--- config.mk ---
export PLATFORM = sky130hd
export DESIGN_NAME = hazard_sequencer
export DESIGN_NICKNAME = d
export VERILOG_FILES = /design/src/rtl/hazard_sequencer_pkg.sv /design/src/rtl/hazard_scoreboard.sv /design/src/rtl/hazard_sequencer.sv
export SDC_FILE = /design/constraint.sdc
export NUM_CORES = 1
export LEC_CHECK = 0
export CAP_MARGIN = 25
export CORE_AREA = 2 2 70 72
export CTS_BUF_LIST = sky130_fd_sc_hd__clkbuf_4 sky130_fd_sc_hd__clkbuf_8
export CTS_CLUSTER_DIAMETER = 30
export CTS_CLUSTER_SIZE = 16
export DETAILED_ROUTE_END_ITERATION = 12
export DIE_AREA = 0 0 72 74
export PLACE_DENSITY_LB_ADDON = 0.2
export SYNTH_ARGS = -nofsm -noshare
export SYNTH_HDL_FRONTEND = slang
export SYNTH_HIERARCHICAL = 1
export SYNTH_SLANG_ARGS = --single-unit
--- constraint.sdc ---
create_clock -name Clk -period 2.2 [get_ports Clk]
set_input_delay 0.22 -clock Clk [delete_from_list [all_inputs] [get_ports Clk]]
set_output_delay 0.22 -clock Clk [all_outputs]
set_load 0.1 [all_outputs]
--- src/rtl/hazard_sequencer_pkg.sv ---
// Shared types and forwarding codes for the pipeline hazard sequencer.
// Shadow entries describe one in-flight instruction in E, M or W.
package hazard_sequencer_pkg;

   localparam int REG_AW = 5;
   localparam int TYPE_W = 4;

   localparam logic [TYPE_W-1:0] FWD_NONE   = 4'h0;
   localparam logic [TYPE_W-1:0] FWD_ALUM_A = 4'h1;
   localparam logic [TYPE_W-1:0] FWD_ALUM_B = 4'h2;
   localparam logic [TYPE_W-1:0] FWD_ALUW_A = 4'h5;
   localparam logic [TYPE_W-1:0] FWD_ALUW_B = 4'h6;
   localparam logic [TYPE_W-1:0] FWD_MEMW_A = 4'h7;
   localparam logic [TYPE_W-1:0] FWD_MEMW_B = 4'h8;

   typedef struct packed {
      logic [REG_AW-1:0] rs;
      logic [REG_AW-1:0] rt;
      logic [REG_AW-1:0] dst;
      logic              regwr;
      logic              load;
      logic              valid;
   } sb_entry_t;

   // $0 is hard-wired, so it never acts as a producer.
   function automatic logic is_prod(
      input sb_entry_t       e,
      input logic [REG_AW-1:0] r
   );
      return e.valid && e.regwr && (e.dst != '0) && (e.dst == r);
   endfunction

endpackage

--- src/rtl/hazard_scoreboard.sv ---
// E/M/W shadow shift register; a bubble replaces the entry entering E.
// Advances every clock; the register-file holds are handled elsewhere.
module hazard_scoreboard
   import hazard_sequencer_pkg::*;
(
   input  logic      Clk,
   input  logic      Rst,
   input  sb_entry_t d_i,
   input  logic      bubble_i,
   output sb_entry_t e_o,
   output sb_entry_t m_o,
   output sb_entry_t w_o
);

   sb_entry_t e_q, m_q, w_q;
   sb_entry_t e_d;

   always_comb begin
      e_d = d_i;
      if (bubble_i) e_d = '0;
   end

   always_ff @(posedge Clk or posedge Rst) begin
      if (Rst) begin
         e_q <= '0;
         m_q <= '0;
         w_q <= '0;
      end else begin
         e_q <= e_d;
         m_q <= e_q;
         w_q <= m_q;
      end
   end

   assign e_o = e_q;
   assign m_o = m_q;
   assign w_o = w_q;

endmodule

--- src/rtl/hazard_sequencer.sv ---
// Stall/flush and forwarding-code generation for the 5-stage pipeline.
// Build with HAZARD_PERF_EN defined to add the StallCnt counter port.
module hazard_sequencer
   import hazard_sequencer_pkg::*;
(
   input  logic              Clk,
   input  logic              Rst,
   input  logic [REG_AW-1:0] RsD,
   input  logic [REG_AW-1:0] RtD,
   input  logic              UsesRsD,
   input  logic              UsesRtD,
   input  logic [REG_AW-1:0] WriteRegD,
   input  logic              RegWriteD,
   input  logic              MemToRegD,
   input  logic              BranchTakenE,
   output logic              StallF,
   output logic              StallD,
   output logic              FlushD,
   output logic              FlushE,
   output logic [TYPE_W-1:0] FwdTypeE
`ifdef HAZARD_PERF_EN
   ,
   output logic [31:0]       StallCnt
`endif
);

   sb_entry_t d_ent, e_ent, m_ent, w_ent;
   logic a_e, a_m, b_e, b_m;
   logic load_use, dual, br, stall, bubble;
   logic [TYPE_W-1:0] fwd_d, fwd_q;
   logic unused_sb;

   assign d_ent = '{rs: RsD, rt: RtD, dst: WriteRegD,
                    regwr: RegWriteD, load: MemToRegD,
                    valid: 1'b1};

   hazard_scoreboard u_sb (
      .Clk      (Clk),
      .Rst      (Rst),
      .d_i      (d_ent),
      .bubble_i (bubble),
      .e_o      (e_ent),
      .m_o      (m_ent),
      .w_o      (w_ent)
   );

   // W writes the register file early enough that D never checks it.
   assign unused_sb = ^{e_ent.rs, e_ent.rt, m_ent.rs, m_ent.rt, w_ent};

   assign a_e = UsesRsD & is_prod(e_ent, RsD);
   assign a_m = UsesRsD & is_prod(m_ent, RsD);
   assign b_e = UsesRtD & is_prod(e_ent, RtD);
   assign b_m = UsesRtD & is_prod(m_ent, RtD);

   assign load_use = (a_e | b_e) & e_ent.load;
   assign dual     = (a_e | a_m) & (b_e | b_m);
   assign br       = BranchTakenE & ~Rst;
   assign stall    = (load_use | dual) & ~br;
   assign bubble   = stall | br;

   assign StallF = stall;
   assign StallD = stall;
   assign FlushD = br;
   assign FlushE = bubble;

   // D-side E producer sits in M at E time; D-side M producer sits in W.
   always_comb begin
      fwd_d = FWD_NONE;
      if (!bubble) begin
         priority case (1'b1)
            a_e:     fwd_d = FWD_ALUM_A;
            b_e:     fwd_d = FWD_ALUM_B;
            a_m:     fwd_d = m_ent.load ? FWD_MEMW_A : FWD_ALUW_A;
            b_m:     fwd_d = m_ent.load ? FWD_MEMW_B : FWD_ALUW_B;
            default: fwd_d = FWD_NONE;
         endcase
      end
   end

   always_ff @(posedge Clk or posedge Rst) begin
      if (Rst) fwd_q <= FWD_NONE;
      else     fwd_q <= fwd_d;
   end

   assign FwdTypeE = fwd_q;

`ifdef HAZARD_PERF_EN
   logic [31:0] cnt_q, cnt_d;

   assign cnt_d = cnt_q + {31'd0, stall};

   always_ff @(posedge Clk or posedge Rst) begin
      if (Rst) cnt_q <= '0;
      else     cnt_q <= cnt_d;
   end

   assign StallCnt = cnt_q;
`endif

endmodule
After elaboration in Yosys (flattened, before gate mapping)
Cells that the tools add are included.
{ "word_totals": {"out_inout_bits": 8, "wordCells": 46, "input_bits": 22, "ff_bits": 20} }
{ "classes": {"n_reduce_logical": 10, "eq_ne": 4, "mux": 8, "bitwise": 15} }
{ "ops": {"columns": ["op", "count"], "rows": [
  ["$mux 4", 6],
  ["$eq 5x5->1", 4],
  ["$reduce_bool 5->1", 2],
  ["$and 1x1->1", 8],
  ["$logic_and 1x1->1", 8],
  ["$mux 8", 1],
  ["$or 1x1->1", 5],
  ["$mux 2", 1],
  ["$not 1->1", 2]
]} }

Longest topological paths before layout
{ "logic_depth": {"word_depth": 10, "depth_mapped": 8, "mapped_depth_nobuf": 7} }

By module
The synthesis kept the hierarchy.
{ "by_module_without_submodules": {"columns": ["module", "seq_area_each_um2", "cells_each", "n_inst", "area_each_um2"], "rows": [
  ["hazard_scoreboard", 1351.3, 74, 1, 1483.9],
  ["hazard_sequencer", 100.1, 63, 1, 508.0]
]} }

Worst setup path after synthesis
No wires, ideal clock.
{ "synth_timing": {"path_kind": "input to output", "start": "input port Rst", "end": "output port StallF", "t_arrival_ps": 3274, "setup_slack_ps": -1294, "cell_stages": 3, "required_ps": 1980, "path_buffers": 1, "path_cell_list": "nor2b_1 -> nor2_1 -> buf_4"} }
{ "synth_via": {"elab_chain_cells": 4} }
{ "synth_rtl": {"columns": ["element", "line_no", "text"], "rows": [
  ["from (decl)", "hazard_sequencer.sv:7", "input logic Rst,"],
  ["$not 1->1", "hazard_sequencer.sv:57", "assign br = BranchTakenE & ~Rst;"],
  ["$and 1x1->1", "hazard_sequencer.sv:57", null],
  ["$not 1->1", "hazard_sequencer.sv:58", "assign stall = (load_use | dual) & ~br;"],
  ["$and 1x1->1", "hazard_sequencer.sv:58", null],
  ["to (decl)", "hazard_sequencer.sv:16", "output logic StallF,"]
]} }
No other way between the ends.

Final worst setup path
{ "layout_timing": {"start": "register u_sb.e_q, in the netlist u_sb/e_o[4]", "end": "output port StallD"} }
{ "layout_via": {"elab_chain_cells": 8, "elab_cells_between_ends": 15, "cone_classes": "eq/ne: 2; bitwise: 9; reduce/logical: 4"} }
{ "layout_rtl": {"columns": ["element", "line_no", "text"], "rows": [
  ["from (decl)", "hazard_scoreboard.sv:15", "sb_entry_t e_q, m_q, w_q;"],
  ["from (signal assigned)", "hazard_scoreboard.sv:25", "e_q <= '0;"],
  ["from (signal assigned)", "hazard_scoreboard.sv:29", "e_q <= e_d;"],
  ["$reduce_bool 5->1", "hazard_sequencer_pkg.sv:30", "return e.valid && e.regwr && (e.dst != '0) && (e.dst == r);"],
  ["$logic_and 1x1->1 (2 in a row)", "hazard_sequencer_pkg.sv:30", null],
  ["$and 1x1->1 (on tied branches)", "hazard_sequencer.sv:50, hazard_sequencer.sv:52", null],
  ["$or 1x1->1 (on tied branches)", "hazard_sequencer.sv:55, hazard_sequencer.sv:56", null],
  ["$and 1x1->1 (on tied branches)", "hazard_sequencer.sv:55, hazard_sequencer.sv:56", null],
  ["$or 1x1->1 (*)", "hazard_sequencer.sv:58", null],
  ["$and 1x1->1 (*)", "hazard_sequencer.sv:58", null],
  ["to (decl)", "hazard_sequencer.sv:17", "output logic StallD,"]
]} }
Mark *: on every way between the ends. The rest lies on a longest branch, timed or not.

==> key figures <==
Logic synthesis
  • Syn. warnings: 6
  • Synth Instances: about 90
  • Net Count, Synth: between 100 and 150
  • Syn avg cell area: 10.97 um2
  • Netlist Area Pre-Place: roughly 980 um2

Floorplan
  • Core area: 0.004598 mm2
  • Die footprint: 0.005328 mm2
  • Io pins: 30
  • Chip Width: between 70 and 80 um
  • Starting density of the core: 0.2122
  • # rows: 25
  • Die height: between 70 and 80 um

Setup path
  • Slowest-stage cell, CP: or4_4
  • Worst Path Arrival: 2.13 ns
  • Number of buffers and inverters on the critical path: 1
  • Maximum net fanout on the critical path: 3
  • RR Startpoint: u_sb/e_o[4]
  • CP peak stage delay: approximately 0.55 ns
  • Worst-path cell chain: or4_4 -> nor2_4 -> nor4_4 -> o22a_2 -> o21ai_4 -> nor2_4 -> buf_12
  • Critical path class: reg2out
  • Critical path's most frequent cell: nor2_4
  • Top delay family on crit path: simple AND/OR/NAND/NOR gates
  • Reg-to-Reg End: u_sb/e_o[3]
  • Worst reg2reg path depth: 8
  • Crit end category: primary output
  • Reg-to-reg slack, setup: 0.10 ns
  • CP Launch Type: flip-flop
  • Critical Path RT: around 2.0 ns

Route
  • Drt via density: 4.197
  • Routed WL: 2.149 mm
  • 1st-pass router iterations: 2
  • WL per Instance: 11.43 um
  • Drt first-iter violations: 31
  • Post-route ant nets: 0
  • # DRC: 0
  • DR vias: roughly 800

Clock tree
  • Clock Sinks: 20
  • Num CTS Buffers: 3
  • Clock root cell: clkbuf_8
  • Htree depth: 1
  • Clk Latency, worst-skew pair: 0.25 ns
  • Clk buf depth: 2
  • TritonCTS clock tree: built
  • Worst-path clk slew: 0.08 ns
  • Cts repair resizes: 0

Final layout
  • Fill count: about 460
  • Net total in the final layout: 157
  • Core Util, Final: 0.3494
  • Layout cells sized above 1: 0.2910
  • Antenna diode count: 0
  • Area Growth Syn to Fin: 64.62%

Min path
  • HP Class: in2async

Timing
  • Hold Fails Final Rpt: 0
  • Final critical-path share of the clock period: 1.070
  • Fin crit period: 2.353 ns
  • Peak Freq: 424.9 MHz
  • Setup ws final: -0.1534 ns
  • Slew headroom: 0.5733
  • Fin. max-slew vios: 0
  • RSZ-0062 raised after global routing: true
  • Worst-margin pin slew: 0.6393 ns
  • Final Setup Violations: 3
  • Clk_skew: 0.003443 ns

GRT
  • GRT met2 Usage: 0.1728
  • Met3 Use GR: 0.02304
  • Largest net degree at the start of global routing: 17
  • GRT Overall Usage: 0.08968
  • GRT Max-Usage Layer: met2
  • GR Util met1: 0.08868
  • First-pass GRT wire length: 3.539 mm
  • Vias in the first global route: between 800 and 900
  • Initial antenna violation count: 0
  • Total grt overflow: 0

Placement
  • Final HPWL DP: ~1.8 mm
  • Routability cong.: around 0.77
  • Place WS: -0.003912 ns
  • Port Buf Inserts: 29

Power and ir drop
  • VDD IR max: 0.2638 mV
  • Power per cell area: slightly below 600 mW/mm2
  • Static Leak: 0.6615 nW

Job
  • Max-cap violations: 0

Status
  • Failing checks: setup timing
  • Outcome: finished with violations
[what timing repair did]
action                     in CTS  in global routing
pin swaps                       2                  1
hold buffers                    0                  0
buffers inserted                2                  1
setup endpoints to repair       3                  9
[per-layer routing]
layer  vias to the layer above  share of wire
met1                       381           0.39
li1                        391              -
met2                        13           0.55
met4                         0          0.019
met3                         4          0.039
met5                         -              0
[cell type report]
type / instances / area (um2) / area share
multi-input combinational: 64 / 530.5 / 0.3302
clock inverter: 1 / 30.03 / 0.01869
clock buffer: 3 / 41.29 / 0.02570
tap: 54 / 67.56 / 0.04206
inverter: 3 / 11.26 / 0.007009
sequential: 20 / 500.5 / 0.3115
timing repair buffer: 43 / 425.4 / 0.2648
[power by group]
| group | internal, mW | switching, mW | leakage, nW | total [mW] |
|---|---|---|---|---|
| clock network | 0.243 | 0.119 | 0.0357 | 0.362 |
| logic | 0.0952 | 0.0798 | 0.373 | 0.175 |
| registers | 0.387 | 0.0160 | 0.253 | 0.403 |
[registers in the layout, indices dropped and copies added, names as in the netlist]
register	count
FwdTypeE	4
u_sb/e_o	8
u_sb/m_o	8
[placed cells by master (no fill, tap or decap), types with 2 or more instances in the layout]
| cell type | count |
|---|---|
| nor2_4 | 3 |
| buf_12 | 4 |
| nand2_1 | 3 |
| clkdlybuf4s50_1 | 21 |
| o21a_1 | 2 |
| nor4_4 | 2 |
| dfrtp_1 | 20 |
| nor3_1 | 3 |
| buf_4 | 18 |
| or4_4 | 2 |
| clkbuf_8 | 3 |
| and2b_1 | 5 |
| nor2_1 | 3 |
| xnor2_1 | 20 |
| nand4_1 | 6 |
| inv_1 | 3 |
| nor2b_1 | 3 |
[worst max-delay path by stage]
stage	endpoint	startpoint	slack (ns)	depth (start not counted)
finish	StallD	u_sb/e_o[4]	-0.15	7
detailed placement	StallD	RtD[0]	-0.004	8
global route	StallF	u_sb/e_o[4]	-0.24	7
CTS	StallD	u_sb/e_o[4]	-0.21	7
global placement	StallD	RtD[0]	0.02	8
floorplan	StallF	u_sb/e_o[4]	-0.09	7
[metrics by stage]
| stage | instance area (um2) | setup TNS, ns | power, mW | hold WS (ns) | instances |
|---|---|---|---|---|---|
| floorplan | 1074 | -0.1213 | 0.5043 | -0.01392 | 89 |
| global placement | 1513 | 0 | 0.5844 | 0.3596 | 181 |
| detailed placement | 1513 | -0.007412 | 0.5857 | 0.3648 | 181 |
| CTS | 1599 | -0.6305 | 0.9565 | 0.2167 | 187 |
| global route | 1607 | -0.7479 | 0.9826 | 0.2518 | 188 |
| finish | 1607 | -0.4510 | 0.9395 | 0.2172 | 188 |
(Power assumes the default switching activity.)
